--- src/rtl/alu_issue_stage.sv ---
// -----------------------------------------------------------------------------
// alu_issue_stage
//
// Operand-issue stage sitting directly in front of the ALU. It decodes an RV32
// instruction, reads rs1/rs2 from an internal register file (with same-cycle
// writeback forwarding), selects rs2 or an immediate as operand2, and presents
// a registered bundle to the ALU under a valid/ready handshake.
//
// Ports
//   clk, rst_n            clock (rising edge), asynchronous active-low reset
//   in_valid / in_ready   instruction handshake (in_ready is combinational)
//   in_instr              RV32 instruction word
//   wb_en/wb_addr/wb_data register-file writeback (writes to x0 ignored)
//   out_valid / out_ready issue-bundle handshake toward the ALU
//   operand1, operand2    rs1 value, rs2 value or immediate
//   funct3_alu, Type_alu  ALU operation select (Type_alu = SUB/SRA variant)
//   out_rd, out_rd_we     destination register and its write enable
//   out_illegal           opcode is neither R-type nor I-type ALU
// -----------------------------------------------------------------------------
module alu_issue_stage #(
    parameter int DATA_W = 32,
    parameter int NREGS  = 32,
    localparam int AW    = $clog2(NREGS)
) (
    input  logic              clk,
    input  logic              rst_n,
    input  logic              in_valid,
    output logic              in_ready,
    input  logic [31:0]       in_instr,
    input  logic              wb_en,
    input  logic [AW-1:0]     wb_addr,
    input  logic [DATA_W-1:0] wb_data,
    output logic              out_valid,
    input  logic              out_ready,
    output logic [DATA_W-1:0] operand1,
    output logic [DATA_W-1:0] operand2,
    output logic [2:0]        funct3_alu,
    output logic              Type_alu,
    output logic [AW-1:0]     out_rd,
    output logic              out_rd_we,
    output logic              out_illegal
);

    localparam logic [6:0] OP_R_TYPE = 7'b0110011;
    localparam logic [6:0] OP_I_ALU  = 7'b0010011;

    logic [DATA_W-1:0] rf [NREGS];

    logic [6:0]        opcode;
    logic [2:0]        funct3;
    logic [AW-1:0]     rs1;
    logic [AW-1:0]     rs2;
    logic [AW-1:0]     rd;
    logic [DATA_W-1:0] rs1_val;
    logic [DATA_W-1:0] rs2_val;

    logic [DATA_W-1:0] dec_op1;
    logic [DATA_W-1:0] dec_op2;
    logic              dec_type;
    logic              dec_illegal;
    logic              dec_rd_we;

    logic              accept;
    logic              wb_write;

    assign opcode = in_instr[6:0];
    assign funct3 = in_instr[14:12];
    assign rs1    = in_instr[15 +: AW];
    assign rs2    = in_instr[20 +: AW];
    assign rd     = in_instr[7 +: AW];

    assign in_ready = !out_valid || out_ready;
    assign accept   = in_valid && in_ready;
    assign wb_write = wb_en && (wb_addr != '0);

    // Register read with bypass of a writeback landing on the same edge.
    always_comb begin
        rs1_val = rf[rs1];
        if (rs1 == '0)
            rs1_val = '0;
        else if (wb_write && (wb_addr == rs1))
            rs1_val = wb_data;
    end

    always_comb begin
        rs2_val = rf[rs2];
        if (rs2 == '0)
            rs2_val = '0;
        else if (wb_write && (wb_addr == rs2))
            rs2_val = wb_data;
    end

    always_comb begin
        dec_op1     = '0;
        dec_op2     = '0;
        dec_type    = 1'b0;
        dec_illegal = 1'b0;
        case (opcode)
            OP_R_TYPE: begin
                dec_op1  = rs1_val;
                dec_op2  = rs2_val;
                dec_type = in_instr[30];
            end
            OP_I_ALU: begin
                dec_op1 = rs1_val;
                // Shifts take a zero-extended 5-bit shamt; instr[30] picks SRAI.
                if (funct3 == 3'b001 || funct3 == 3'b101) begin
                    dec_op2  = {{(DATA_W-5){1'b0}}, in_instr[24:20]};
                    dec_type = in_instr[30];
                end else begin
                    dec_op2  = {{(DATA_W-12){in_instr[31]}}, in_instr[31:20]};
                end
            end
            default: dec_illegal = 1'b1;
        endcase
        dec_rd_we = !dec_illegal && (rd != '0);
    end

    // Writeback is independent of the issue handshake, so it proceeds during stalls.
    always_ff @(posedge clk or negedge rst_n) begin
        if (!rst_n) begin
            for (int i = 0; i < NREGS; i++)
                rf[i] <= '0;
        end else if (wb_write) begin
            rf[wb_addr] <= wb_data;
        end
    end

    // Output bundle: loaded on accept (also replaces a bundle leaving on the
    // same edge), otherwise held; valid drops only when the bundle leaves.
    always_ff @(posedge clk or negedge rst_n) begin
        if (!rst_n) begin
            out_valid   <= 1'b0;
            operand1    <= '0;
            operand2    <= '0;
            funct3_alu  <= '0;
            Type_alu    <= 1'b0;
            out_rd      <= '0;
            out_rd_we   <= 1'b0;
            out_illegal <= 1'b0;
        end else if (accept) begin
            out_valid   <= 1'b1;
            operand1    <= dec_op1;
            operand2    <= dec_op2;
            funct3_alu  <= funct3;
            Type_alu    <= dec_type;
            out_rd      <= rd;
            out_rd_we   <= dec_rd_we;
            out_illegal <= dec_illegal;
        end else if (out_valid && out_ready) begin
            out_valid <= 1'b0;
        end
    end

endmodule

--- config.mk ---
export PLATFORM = sky130hd
export DESIGN_NAME = alu_issue_stage
export DESIGN_NICKNAME = d
export VERILOG_FILES = /design/src/rtl/alu_issue_stage.sv
export SDC_FILE = /design/constraint.sdc
export NUM_CORES = 2
export LEC_CHECK = 0
export BUFFER_PORTS_ARGS = -buffer_cell sky130_fd_sc_hd__buf_4
export CAP_MARGIN = 40
export CORE_UTILIZATION = 31
export CTS_BUF_LIST = sky130_fd_sc_hd__clkbuf_2 sky130_fd_sc_hd__clkbuf_4 sky130_fd_sc_hd__clkbuf_8
export DETAILED_ROUTE_END_ITERATION = 8
export HOLD_SLACK_MARGIN = 0.08
export PLACE_DENSITY = 0.56
export SLEW_MARGIN = 30
export SYNTH_ARGS = -nofsm -noshare
export SYNTH_HDL_FRONTEND = slang
export SYNTH_SLANG_ARGS = --single-unit
--- constraint.sdc ---
create_clock -name clk -period 1.9 [get_ports clk]
set_input_delay 0.38 -clock clk [delete_from_list [all_inputs] [get_ports clk]]
set_output_delay 0.38 -clock clk [all_outputs]
set_load 0.02 [all_outputs]
# --- Yosys cells after proc, flatten, opt, wreduce, memory -nomap -nowiden ---
# Index checks and enable logic that the tools add are counted.
op_classes:
  magnitude_cmp: 4
  n_eq_ne: 6
  n_mux: 21
  bitwise_logic: 3
  n_reduce_logical: 16
ops:
  columns: ["op", "n"]
  rows:
  - ["bitwise mux 1024 bit", 1]
  - ["2-to-1 mux 32 bit", 11]
  - ["binary-select mux 32 bit (select 5 bit)", 2]
  - ["demux 32 bit (select 5 bit)", 1]
  - ["case mux 32 bit (2 select lines)", 1]
  - [">= comparator 6 bit (second input constant)", 3]
  - ["inverter 5 -> 6 bit", 3]
  - ["== test 5 bit", 2]
  - ["zero test 5 bit", 2]
  - ["nonzero test 5 bit", 2]
  - ["== test 7 x 5 -> 1 bit (second input constant)", 1]
  - ["== test 7 x 6 -> 1 bit (second input constant)", 1]
  - ["logical AND 1 bit", 7]
  - ["< comparator 6 x 1 -> 1 bit (second input constant)", 1]
  - ["2-to-1 mux 1 bit", 4]
  - ["== test 3 x 1 -> 1 bit (second input constant)", 1]
  - ["== test 3 bit (second input constant)", 1]
  - ["logical OR 1 bit", 2]
  - ["case mux 1 bit (2 select lines)", 1]
  - ["nonzero test 2 bit", 1]
  - ["OR reduction 2 bit", 1]
  - ["zero test 1 bit", 1]
totals:
  ff_bits: 1100
  input_bits: 74
  out_inout_bits: 77

# --- Longest topological paths before layout ---
logic_depth:
  depth_word: 7
  ltp_mapped: 10

# --- Worst setup path before layout ---
# No wires, ideal clock.
synth_path:
  path_type: "in2reg"
  start: "in in_instr[16]"
  end: "reg operand1[19]"
  arrival_ns: 2.030
  slack_ns: -0.256
  stages: 7
  n_path_buf: 3
  path_cell_list: "buf_2 -> clkbuf_1 -> clkbuf_1 -> mux4_2 -> a22o_1 -> nor4_1 -> o21ai_1"
synth_via:
  elab_chain_len: 7
  word_cells_on_any_way: 10
  classes_between: "eq/ne: 1; mux: 6; bitwise: 1; reduce/logical: 2"
synth_lines:
  columns: ["item", "line", "rtl"]
  rows:
  - ["from (decl)", "29", "input logic [31:0] in_instr,"]
  - ["inverter 5 -> 6 bit (not written as such)", "78", "rs1_val = rf[rs1];"]
  - ["binary-select mux 32 bit (select 5 bit)", "78", null]
  - ["2-to-1 mux 32 bit (not written as such) (2 in a row)", "78", null]
  - ["2-to-1 mux 32 bit", "81", "else if (wb_write && (wb_addr == rs1))"]
  - ["2-to-1 mux 32 bit *", "79", "if (rs1 == '0)"]
  - ["2-to-1 mux 32 bit *", "98", "case (opcode)"]
  - ["to (signal assigned)", "143", "operand1 <= dec_op1;"]
  - ["to (decl)", "35", "output logic [DATA_W-1:0] operand1,"]
# Every way passes the cells marked *; elsewhere a longest branch is shown, timed or not. The select of a mux whose other input is x is not followed.
# A chain may end at the register's enable or synchronous reset.

# --- Final worst setup path ---
layout_path:
  start: "reg operand2[15]"
  end: "out operand2[15]"
layout_lines:
  columns: ["item", "line", "rtl"]
  rows:
  - ["from (decl)", "36", "output logic [DATA_W-1:0] operand2,"]
  - ["from (signal assigned)", "144", "operand2 <= dec_op2;"]
# No word-level cell between the ends.

==> reports/qor.txt <==
RSZ-0062 raised after global routing = yes
Critical path type = flop to primary output
Net Sw Frac = 28.9%
Crit path max fanout = 2
Max-cap viol count = 0
Final instance area = 0.0731 mm2
Largest net degree at the start of global routing = 105
IO Pins = 151
Core Area = 0.188 mm2
CTS tree = done
Setup-failing EPs final = 59
Synth Register Bits = 1100
Residual DRC count = 0
Mapped Cells = 4277
Mapped Area = 0.0585 mm2
Worst-path clk slew = 0.07 ns
Starting Density = 31.2%
First-pass GRT wire length = 328000 um
Hold Crit Class = input port to async pin
Warnings, synthesis = 0
Largest family of logic cells by synthesized area = multiplexers
Clock group share of total power = 33.9%
Required @ worst endpoint = 1.52 ns
Placed cell areas = 0.0676 mm2
Root Driver = clkbuf_8
CP delay by family, top = flip-flops
Post-synth top flop = dfrtp_1
Final wirelength = 228000 um
CTS buffer count = 187
CP Capture Type = primary output
Peak supply drop = 504 uV
Routed len/inst = 30.6 um
Worst-path cell chain = buf_6
Mux contribution to synthesized area = 38.1%
Initial DRC count = 4146
Initial antenna violation count = 15
Total grt overflow = 0
Flop pwr share = 44.8%
Clock skew = 0.0486 ns
Skew-Pair Late Insertion Delay = 0.96 ns
Internal power = 49.2 mW
Simple-gate portion of the synthesized area = 3.90%
Clock buffer depth = 3
Area grow syn2layout = 24.9%
Xor and xnor fraction of the mapped netlist area = 0.150%
Die area = 0.190 mm2
Critical Path AT = 1.65 ns
Status = finished with violations
Cell Pwr Density = 946 mW/mm2
Max incr delay on CP = 0.51 ns
Die Y = 436 um
Post-route clock period utilization = 107%
Die span in x = 436 um
Synth unique cells = 72
Post-synth EDFFs = 0
Syn_nets = 4351
Tot GR Track Use = 23.7%
Post-synthesis sequential area ratio = 47.0%
Row count = 159
Setup TNS = -2.39 ns
DP Wirelength = 150000 um
Drt pass-1 iters = 5
Fmax = 0.492 GHz
Vias per inst = 5.73
Setup ws final = -0.132 ns
Final nets = 4868
WP buf/inv = 1
Number of cells on the critical path = 1
Routed Antenna Nets = 0
Final Slew Violations = 0
Failing checks = setup timing
Static Leak = 32.0 nW
Routed via count = 42700
CTS Sinks = 1100
Adder-Cell Fraction of Synth Area = 0%
Switching power = 20.0 mW
Syn_area_per_cell = 13.7 um2
Layout cells sized above 1 = 54.4%
Worst path slowest cell = dfrtp_2
H-tree depth = 4
Slew headroom = 56.0%
FF-to-FF setup slack = -0.07 ns
Routability congestion estimate = 0.872
Tmin final = 2.03 ns
Compound-gate portion of the synthesized area = 6.90%
Fin. Hold Viols = 0
Port Buffer Count = 150
Comb power frac = 21.2%
Async SR Flop Fraction = 100%
Vias in the first global route = 43700
Slew @ Worst Pin = 0.660 ns
CP startpoint kind = flop
R2R depth = 8
-- kinds of logic after synthesis --
family / count (synthesis)
buf+inv: 476
xor+xnor: 10
compound gates: 569
simple gates: 427
mux: 1695
flops: 1100
-- sequential cells by signal, indices dropped and copies added (netlist names) --
name         flops
Type_alu         1
funct3_alu       3
out_valid        1
operand2        32
out_rd           5
rf            1024
out_rd_we        1
out_illegal      1
operand1        32
-- per-layer routing --
| metal | vias to the layer above | part of all wire, % | GRT usage (%) |
|---|---|---|---|
| met5 | - | 0.0057 | 0 |
| met4 | 2 | 4.8 | 9.81 |
| met2 | 1937 | 46 | 38.0 |
| met1 | 22800 | 42 | 31.6 |
| li1 | 17400 | - | - |
| met3 | 510 | 7.1 | 4.15 |
-- cells in the mapped netlist, drive strengths merged (3+ instances only) --
library cell  number  area, um2
mux4             306       6900
a221oi            17        149
a22oi             78        586
or4                3       22.5
o211ai             8       90.1
mux2i            217       2170
o221a             16        180
a32oi             33        289
nand4              9       56.3
and2               6       37.5
dfrtp           1100      27500
nand2b            10       62.6
nor2              42        160
mux2            1172      13200
nor3b              5       37.5
or2                5       31.3
o2bb2ai            4       35.0
nor3              84        425
buf              210       1320
and4               7       61.3
a31oi             10       62.6
nor2b             70        438
a22o              63        552
o2111ai            3       26.3
o31ai              6       50.1
nand2             87        327
nand3b             6       45.0
and3               8       50.1
nor4              35        219
or3               15       98.8
o22ai             81        507
a21oi              7       35.0
nand3             29        145
o211a              5       50.1
a211oi            65        488
clkbuf           262        983
o21ai            160        801
xnor2              8       70.1
inv                4       15.0
-- final timing paths --
kind,startpoint,endpoint
min in group clk,in_instr[5],operand2[11]
max reg2reg,out_valid,operand2[16]
max,operand2[15],operand2[15]
min,rst_n,rf[149]
min reg2reg,rf[1018],rf[1018]
max in group asynchronous,rst_n,rf[609]
-- power groups by stage --
| stage | Sequential (mW) | Combinational [mW] | Clock (mW) |
|---|---|---|---|
| global route | 31.5 | 15.7 | 24.9 |
| CTS | 30.9 | 14.6 | 23.8 |
| detailed placement | 31.2 | 14.3 | 0 |
| finish | 31.0 | 14.7 | 23.4 |
| floorplan | 30.1 | 9.85 | 0 |
| global placement | 31.0 | 14.1 | 0 |
-- layout make-up --
type,instances,area (um2)
sequential,1100,27600
antenna,7,17.5
clock inverter,33,279
fill,17700,115000
clock buffer,305,3790
multi-input combinational,2701,29200
inverter,4,15.0
tap,2495,3120
timing repair buffer,800,9070
-- cell usage in the layout, fill, tap and decap left out, types with 18 or more instances in the layout --
| master | n |
|---|---|
| mux2_2 | 1164 |
| dfrtp_1 | 1059 |
| buf_4 | 446 |
| mux4_2 | 306 |
| clkbuf_8 | 240 |
| mux2i_1 | 217 |
| buf_12 | 202 |
| o21ai_0 | 118 |
| buf_6 | 89 |
| nor3_1 | 83 |
| o22ai_1 | 81 |
| a22oi_1 | 77 |
| nand2_1 | 70 |
| nor2b_1 | 65 |
| a211oi_1 | 65 |
| clkbuf_4 | 65 |
| a22o_1 | 63 |
| dlygate4sd3_1 | 56 |
| o21ai_1 | 41 |
| dfrtp_2 | 41 |
| a32oi_1 | 33 |
| nand3_1 | 29 |
| nor4_1 | 26 |
| nor2_4 | 23 |
| nor2_1 | 18 |
-- per-stage QoR --
step / total power, mW / setup WS [ns] / hold slack (ns) / std cells / util [%]
after floorplan: 40.0 / -0.119 / 0.0844 / 4277 / -
after global placement: 45.1 / -0.773 / 0.380 / 7013 / 36.0
after detailed placement: 45.6 / -0.754 / 0.385 / 7014 / 36.0
after CTS: 69.3 / -0.227 / 0.0874 / 7426 / 38.8
after global routing: 72.1 / -0.181 / 0.121 / 7440 / 38.9
final: 69.1 / -0.132 / 0.130 / 7445 / 38.9
-- timing repair --
action | 4_1_cts | 5_1_grt
endpoints found under the setup margin | 97 | 81
hold endpoints to repair | 2164 | 0
setup buffers | 18 | 12
cloned | 0 | 1
hold buffers | 56 | 0
gates resized for setup | 129 | 29
pin swaps | 1 | 16
No activity file was read; power rests on OpenSTA's default activity.
